===== src/rtl/audio_mixer_pkg.sv =====
// Shared definitions for the audio mixer: FSM state encoding, sample/volume
// widths, the volume ceiling and the volume clamp helper.
package audio_mixer_pkg;

   localparam int SAMPLE_W = 8;
   localparam int VOL_W    = 7;
   localparam int PROD_W   = SAMPLE_W + VOL_W;
   localparam int OUT_W    = PROD_W + 1;
   localparam logic [VOL_W-1:0] VOL_CEIL = 7'd64;

   typedef enum logic [2:0] {
      IDLE = 3'd0,
      MUL0 = 3'd1,
      MUL1 = 3'd2,
      MUL2 = 3'd3,
      MUL3 = 3'd4,
      OUT  = 3'd5
   } mixState_t;

   function automatic logic [VOL_W-1:0] clampVol(input logic [VOL_W-1:0] vol);
      logic [VOL_W-1:0] res;
      if (vol > VOL_CEIL) begin
         res = VOL_CEIL;
      end else begin
         res = vol;
      end
      return res;
   endfunction

endpackage


===== src/rtl/audio_mixer_tick_gen.sv =====
// Sample-rate tick generator: counts 0..DIV-1 and flags the cycle whose
// closing edge wraps the counter back to zero.
module audio_tick_gen #(
   parameter int REF_CLK     = 24000000,
   parameter int SAMPLE_RATE = 48000
) (
   input  logic iCLK,
   input  logic iRST,
   output logic oTICK
);

   localparam int DIV   = REF_CLK / SAMPLE_RATE;
   localparam int CNT_W = $clog2(DIV);
   localparam logic [CNT_W-1:0] CNT_LAST = CNT_W'(DIV - 1);
   localparam logic [CNT_W-1:0] CNT_PRE  = CNT_W'(DIV - 2);
   localparam logic [CNT_W-1:0] CNT_ONE  = CNT_W'(1);

   generate
      if (DIV < 8) begin : gDivCheck
         $error("audio_tick_gen: REF_CLK/SAMPLE_RATE must be at least 8");
      end
   endgenerate

   logic [CNT_W-1:0] tickCnt_r;
   logic             tick_r;

   // Divider counter; tick_r is set one cycle ahead so it is high while the counter sits at DIV-1
   always_ff @(posedge iCLK or posedge iRST) begin
      if (iRST) begin
         tickCnt_r <= '0;
         tick_r    <= 1'b0;
      end else begin
         if (tickCnt_r == CNT_LAST) begin
            tickCnt_r <= '0;
         end else begin
            tickCnt_r <= tickCnt_r + CNT_ONE;
         end
         tick_r <= (tickCnt_r == CNT_PRE);
      end
   end

   assign oTICK = tick_r;

endmodule


===== src/rtl/audio_mixer.sv =====
// Four-channel volume mixer: snapshots inputs on each sample tick, runs them
// through one shared multiplier over four cycles and publishes a stereo pair.
module audio_mixer
   import audio_mixer_pkg::*;
#(
   parameter int REF_CLK     = 24000000,
   parameter int SAMPLE_RATE = 48000
) (
   input  logic                iCLK,
   input  logic                iRST,
   input  logic                iMUTE,
   input  logic [SAMPLE_W-1:0] iCH0,
   input  logic [SAMPLE_W-1:0] iCH1,
   input  logic [SAMPLE_W-1:0] iCH2,
   input  logic [SAMPLE_W-1:0] iCH3,
   input  logic [VOL_W-1:0]    iVOL0,
   input  logic [VOL_W-1:0]    iVOL1,
   input  logic [VOL_W-1:0]    iVOL2,
   input  logic [VOL_W-1:0]    iVOL3,
   output logic [OUT_W-1:0]    oSL,
   output logic [OUT_W-1:0]    oSR,
   output logic                oVALID
);

   logic                           tick_s;
   mixState_t                      state_r;
   mixState_t                      nextState_s;
   logic [3:0][SAMPLE_W-1:0]       chSnap_r;
   logic [3:0][VOL_W-1:0]          volSnap_r;
   logic signed [PROD_W-1:0]       leftSum_r;
   logic signed [PROD_W-1:0]       rightSum_r;
   logic [1:0]                     mulSel_s;
   logic                           mulActive_s;
   logic                           mulLeft_s;
   logic signed [PROD_W-1:0]       chExt_s;
   logic signed [PROD_W-1:0]       volExt_s;
   logic signed [PROD_W-1:0]       prod_s;

   audio_tick_gen #(
      .REF_CLK     (REF_CLK),
      .SAMPLE_RATE (SAMPLE_RATE)
   ) uTickGen (
      .iCLK  (iCLK),
      .iRST  (iRST),
      .oTICK (tick_s)
   );

   // FSM state register
   always_ff @(posedge iCLK or posedge iRST) begin
      if (iRST) begin
         state_r <= IDLE;
      end else begin
         state_r <= nextState_s;
      end
   end

   // Next-state logic and multiplier operand select
   always_comb begin
      nextState_s = state_r;
      mulSel_s    = 2'd0;
      mulActive_s = 1'b0;
      case (state_r)
         IDLE: begin
            if (tick_s) begin
               nextState_s = MUL0;
            end else begin
               nextState_s = IDLE;
            end
         end
         MUL0: begin
            mulSel_s    = 2'd0;
            mulActive_s = 1'b1;
            nextState_s = MUL1;
         end
         MUL1: begin
            mulSel_s    = 2'd1;
            mulActive_s = 1'b1;
            nextState_s = MUL2;
         end
         MUL2: begin
            mulSel_s    = 2'd2;
            mulActive_s = 1'b1;
            nextState_s = MUL3;
         end
         MUL3: begin
            mulSel_s    = 2'd3;
            mulActive_s = 1'b1;
            nextState_s = OUT;
         end
         OUT: begin
            nextState_s = IDLE;
         end
         default: begin
            nextState_s = IDLE;
         end
      endcase
   end

   // Channels 0 and 3 feed the left bus, 1 and 2 the right bus
   assign mulLeft_s = (mulSel_s == 2'd0) || (mulSel_s == 2'd3);

   // Sign-extended sample times zero-extended volume; the product always fits PROD_W bits
   assign chExt_s  = PROD_W'($signed(chSnap_r[mulSel_s]));
   assign volExt_s = {{(PROD_W - VOL_W){1'b0}}, volSnap_r[mulSel_s]};
   assign prod_s   = chExt_s * volExt_s;

   // Input snapshot on the tick edge and per-side accumulation during MUL0..MUL3
   always_ff @(posedge iCLK or posedge iRST) begin
      if (iRST) begin
         chSnap_r   <= '0;
         volSnap_r  <= '0;
         leftSum_r  <= '0;
         rightSum_r <= '0;
      end else if ((state_r == IDLE) && tick_s) begin
         chSnap_r   <= {iCH3, iCH2, iCH1, iCH0};
         volSnap_r  <= {clampVol(iVOL3), clampVol(iVOL2), clampVol(iVOL1), clampVol(iVOL0)};
         leftSum_r  <= '0;
         rightSum_r <= '0;
      end else if (mulActive_s) begin
         if (mulLeft_s) begin
            leftSum_r <= leftSum_r + prod_s;
         end else begin
            rightSum_r <= rightSum_r + prod_s;
         end
      end
   end

   // Publish the stereo pair and strobe oVALID for one cycle in OUT
   always_ff @(posedge iCLK or posedge iRST) begin
      if (iRST) begin
         oSL    <= '0;
         oSR    <= '0;
         oVALID <= 1'b0;
      end else if (state_r == OUT) begin
         oVALID <= 1'b1;
         if (iMUTE) begin
            oSL <= '0;
            oSR <= '0;
         end else begin
            oSL <= {leftSum_r, 1'b0};
            oSR <= {rightSum_r, 1'b0};
         end
      end else begin
         oVALID <= 1'b0;
      end
   end

endmodule


===== config.mk =====
export PLATFORM = sky130hd
export DESIGN_NAME = audio_mixer
export DESIGN_NICKNAME = d
export VERILOG_FILES = /design/src/rtl/audio_mixer_pkg.sv /design/src/rtl/audio_mixer_tick_gen.sv /design/src/rtl/audio_mixer.sv
export SDC_FILE = /design/constraint.sdc
export NUM_CORES = 1
export LEC_CHECK = 0
export ABC_AREA = 1
export CORE_MARGIN = 5
export CORE_UTILIZATION = 40
export DETAILED_ROUTE_END_ITERATION = 12
export DONT_BUFFER_PORTS = 1
export PLACE_DENSITY = 0.61
export SLEW_MARGIN = 20
export SYNTH_ARGS = -nofsm -noshare
export SYNTH_HDL_FRONTEND = slang
export SYNTH_HIERARCHICAL = 1
export SYNTH_SLANG_ARGS = --single-unit

===== constraint.sdc =====
create_clock -name iCLK -period 8 [get_ports iCLK]
set_input_delay 1.6 -clock iCLK [delete_from_list [all_inputs] [get_ports iCLK]]
set_output_delay 1.6 -clock iCLK [all_outputs]
set_load 0.05 [all_outputs]

==> metrics.txt <==
slowest stage cell, crit path sky130_fd_sc_hd__fa_1; netlist area before placement 0.009435 mm^2; Residual DRC 0; synth-to-layout area growth 9.787%; Die Wd 163.6 um; syn_area_per_cell roughly 7.6 um^2; Slew headroom 29.82%; die height 163.6 um; number of diodes 0; cell at the root of the clock tree sky130_fd_sc_hd__clkbuf_16; portion of the post-synthesis area used by sequential elements about 36%; maximum vdd drop 0.1232 mV; Pint 1298 uW; number of warnings issued by yosys 6; critical path startpoint category register; nets@finish 1396; total number of vias ~7700; count of buffers added by post-CTS timing repair for setup 0; required time at the endpoint of the critical path slightly above 8000 ps; pin count of the biggest net entering global routing 65; clock tree from TritonCTS done; slowest stage delay, CP 560 ps; number of enable flip-flop cells after synthesis 0; PwrDens 176.0 mW/mm^2; Fin Clk Skew 18.83 ps; port bufs 0; fill count 2311; endpoint class of the critical path register; number of max-cap violations 0; CTS Hold Bufs 0; HPWL Detailed 16850 um; pre-CTS worst setup slack around 900 ps; Total Routed Length 22170 um; FFs w/ async S/R, synth between 90% and 100%; top library cells by usage in the layout, fill and taps aside 281 x sky130_fd_sc_hd__nand2_1, 229 x sky130_fd_sc_hd__inv_1, 136 x sky130_fd_sc_hd__nor2_1; clock buffers created by TritonCTS 17; Fmax 139.5 MHz; clock latency at the later pin of the worst-skew pair 430 ps; Gates resized, CTS repair 0; Hold Crit Class reg -> reg; startpoint-to-endpoint class of the critical path reg -> reg; starting density of the core between 40% and 50%; die footprint around 0.027 mm^2; residual antenna-violating net count after detailed routing 0; clock tree buffer depth 2; Vias/cell 4.912; most common cell after layout, fill and taps aside sky130_fd_sc_hd__nand2_1; worst-margin pin slew 1049 ps; setup ws final 829.4 ps; drt wl/cell 14.23 um; antenna violations before repair 0; global-route wire length before repair 37710 um; switching part of the total power 28.78%; Total Routing Usage GR 17.46%; clock transition at the registers of the reported paths 60 ps; 1st-pass router iterations 5; final setup violating endpoints 0; combinational group share of total power 16.1%; total grt overflow 0; unrepaired setup endpoints after global routing false; crit path time final slightly above 7000 ps; Net Sw Power 524.8 uW; static leakage power ~0.0053 uW; share of final-layout standard cells stronger than drive strength 1 4.520%; summed negative setup slack over all endpoints 0 ps; number of DRC markers after the initial detailed-route iteration 518; count of unique library cells instantiated by Yosys 42; register bit total from synthesis roughly 130; relative contribution of sequential cells to total power a little under two fifths; Final Slew Violations 0; Final Core Density 44.40%; final number of hold-violating endpoints 0; cell count after synthesis 1234; H-Tree Level Count 4; status complete, no violations; FF+latch area 0.003353 mm^2; area of combinational cells with multiple inputs 0.005064 mm^2; dominant register cell in the synthesized netlist sky130_fd_sc_hd__dfrtp_1; count of pins on the block boundary 96; part of the power in the clock network 46.6%; Routability Congestion about 0.93; row count 56; area of the placeable core about 0.023 mm^2; arrival time of data at the critical path endpoint 7470 ps; vias in the first global route around 7800; largest fanout on the critical path 21; total chip power roughly 1800 uW; final worst-path cycle share around 90%; number of sinks on the clock net 134
## stage by stage
stage	cell area [um^2]	std cells	hold WS [ps]
after CTS	10360	1558	463.5
after detailed placement	9734	1527	454.9
after global placement	9734	1527	444.8
after floorplan	9439	1235	428.9
after global routing	10360	1558	473.7
final	10360	1558	463.9
## cell usage after synthesis (8+ instances only)
| cell | number | area [um^2] |
|---|---|---|
| sky130_fd_sc_hd__inv_1 | 230 | 863.3 |
| sky130_fd_sc_hd__xnor2_1 | 9 | 78.83 |
| sky130_fd_sc_hd__nand3_1 | 71 | 355.3 |
| sky130_fd_sc_hd__a21oi_1 | 49 | 245.2 |
| sky130_fd_sc_hd__fa_1 | 46 | 920.9 |
| sky130_fd_sc_hd__xor2_1 | 10 | 87.58 |
| sky130_fd_sc_hd__clkbuf_1 | 18 | 67.56 |
| sky130_fd_sc_hd__nand2_1 | 281 | 1055 |
| sky130_fd_sc_hd__ha_1 | 60 | 750.7 |
| sky130_fd_sc_hd__o21ai_0 | 94 | 470.5 |
| sky130_fd_sc_hd__dfrtp_1 | 134 | 3353 |
| sky130_fd_sc_hd__nand4_1 | 10 | 62.56 |
| sky130_fd_sc_hd__nor2_1 | 136 | 510.5 |
| sky130_fd_sc_hd__o22ai_1 | 8 | 50.05 |
| sky130_fd_sc_hd__buf_2 | 8 | 40.04 |
| sky130_fd_sc_hd__nor3_1 | 9 | 45.04 |
## critical path, delay by kind of cell, from the launching register on
family                   cells  cell delay, ps
AO/OA/AOI/OAI                5            1090
adder cells (fa/ha/maj)      6            2670
XOR/XNOR                     1             370
AND/OR/NAND/NOR             11            1710
buffers and inverters        7             790
flip-flops                   1             400
## layer usage
layer  up-vias  GRT usage (%)  wire, um
li1       3875              -         -
met1      3551          24.14     10740
met2       196          27.83      9881
met3        31          3.709      1173
met4         0          4.918       372
met5         -              0         0
## final timing paths
check | slack (ps) | cells after the start | end | start
hold / removal | 460 | 1 | uTickGen/tickCnt_r[0]$_DFF_PP0_ | uTickGen/tickCnt_r[0]$_DFF_PP0_
max in group asynchronous | 5520 | 2 | oSL[10]$_DFFE_PP0P_ | iRST
min in group asynchronous | 1040 | 1 | uTickGen/tickCnt_r[7]$_DFF_PP0_ | iRST
setup reg to reg | 830 | 30 | rightSum_r[11]$_DFFE_PP0P_ | state_r[1]$_DFF_PP0_
setup / recovery | 830 | 30 | rightSum_r[11]$_DFFE_PP0P_ | state_r[1]$_DFF_PP0_
hold reg to reg | 460 | 1 | uTickGen/tickCnt_r[0]$_DFF_PP0_ | uTickGen/tickCnt_r[0]$_DFF_PP0_
## kinds of logic after synthesis
family | Yosys count | share of synthesized area (%)
other | 1 | 0.03974
and+or+nand+nor | 519 | 22.42
AOI/OAI and AO/OA | 189 | 11.63
DFF | 134 | 35.54
xor gates and xnor gates | 19 | 1.764
buffers and inverters | 266 | 10.89
adders and majority gates | 106 | 17.72
## flip-flops by register name, summed over array words and instances (netlist names), 3 cells and up
signal / flops
chSnap_r: 32
volSnap_r: 28
leftSum_r: 15
oSL: 15
oSR: 15
rightSum_r: 15
uTickGen/tickCnt_r: 9
state_r: 3
## power by group through the flow
stage | combinational, uW | clock [uW] | sequential, uW
floorplan | 227 | 0 | 692
global route | 337 | 887 | 680
detailed placement | 295 | 0 | 692
CTS | 296 | 863 | 680
finish | 294 | 849 | 680
global placement | 291 | 0 | 692
## final cells by class
class | count | share of cell area (%)
Timing Repair Buffer | 5 | 0.3624
Clock inverter | 14 | 1.921
Inverter | 234 | 8.503
Multi-Input combinational cell | 835 | 48.88
Sequential cell | 134 | 32.37
Clock buffer | 17 | 4.107
Tap cell | 319 | 3.853
Note: power is estimated with default switching activity, not from simulation.
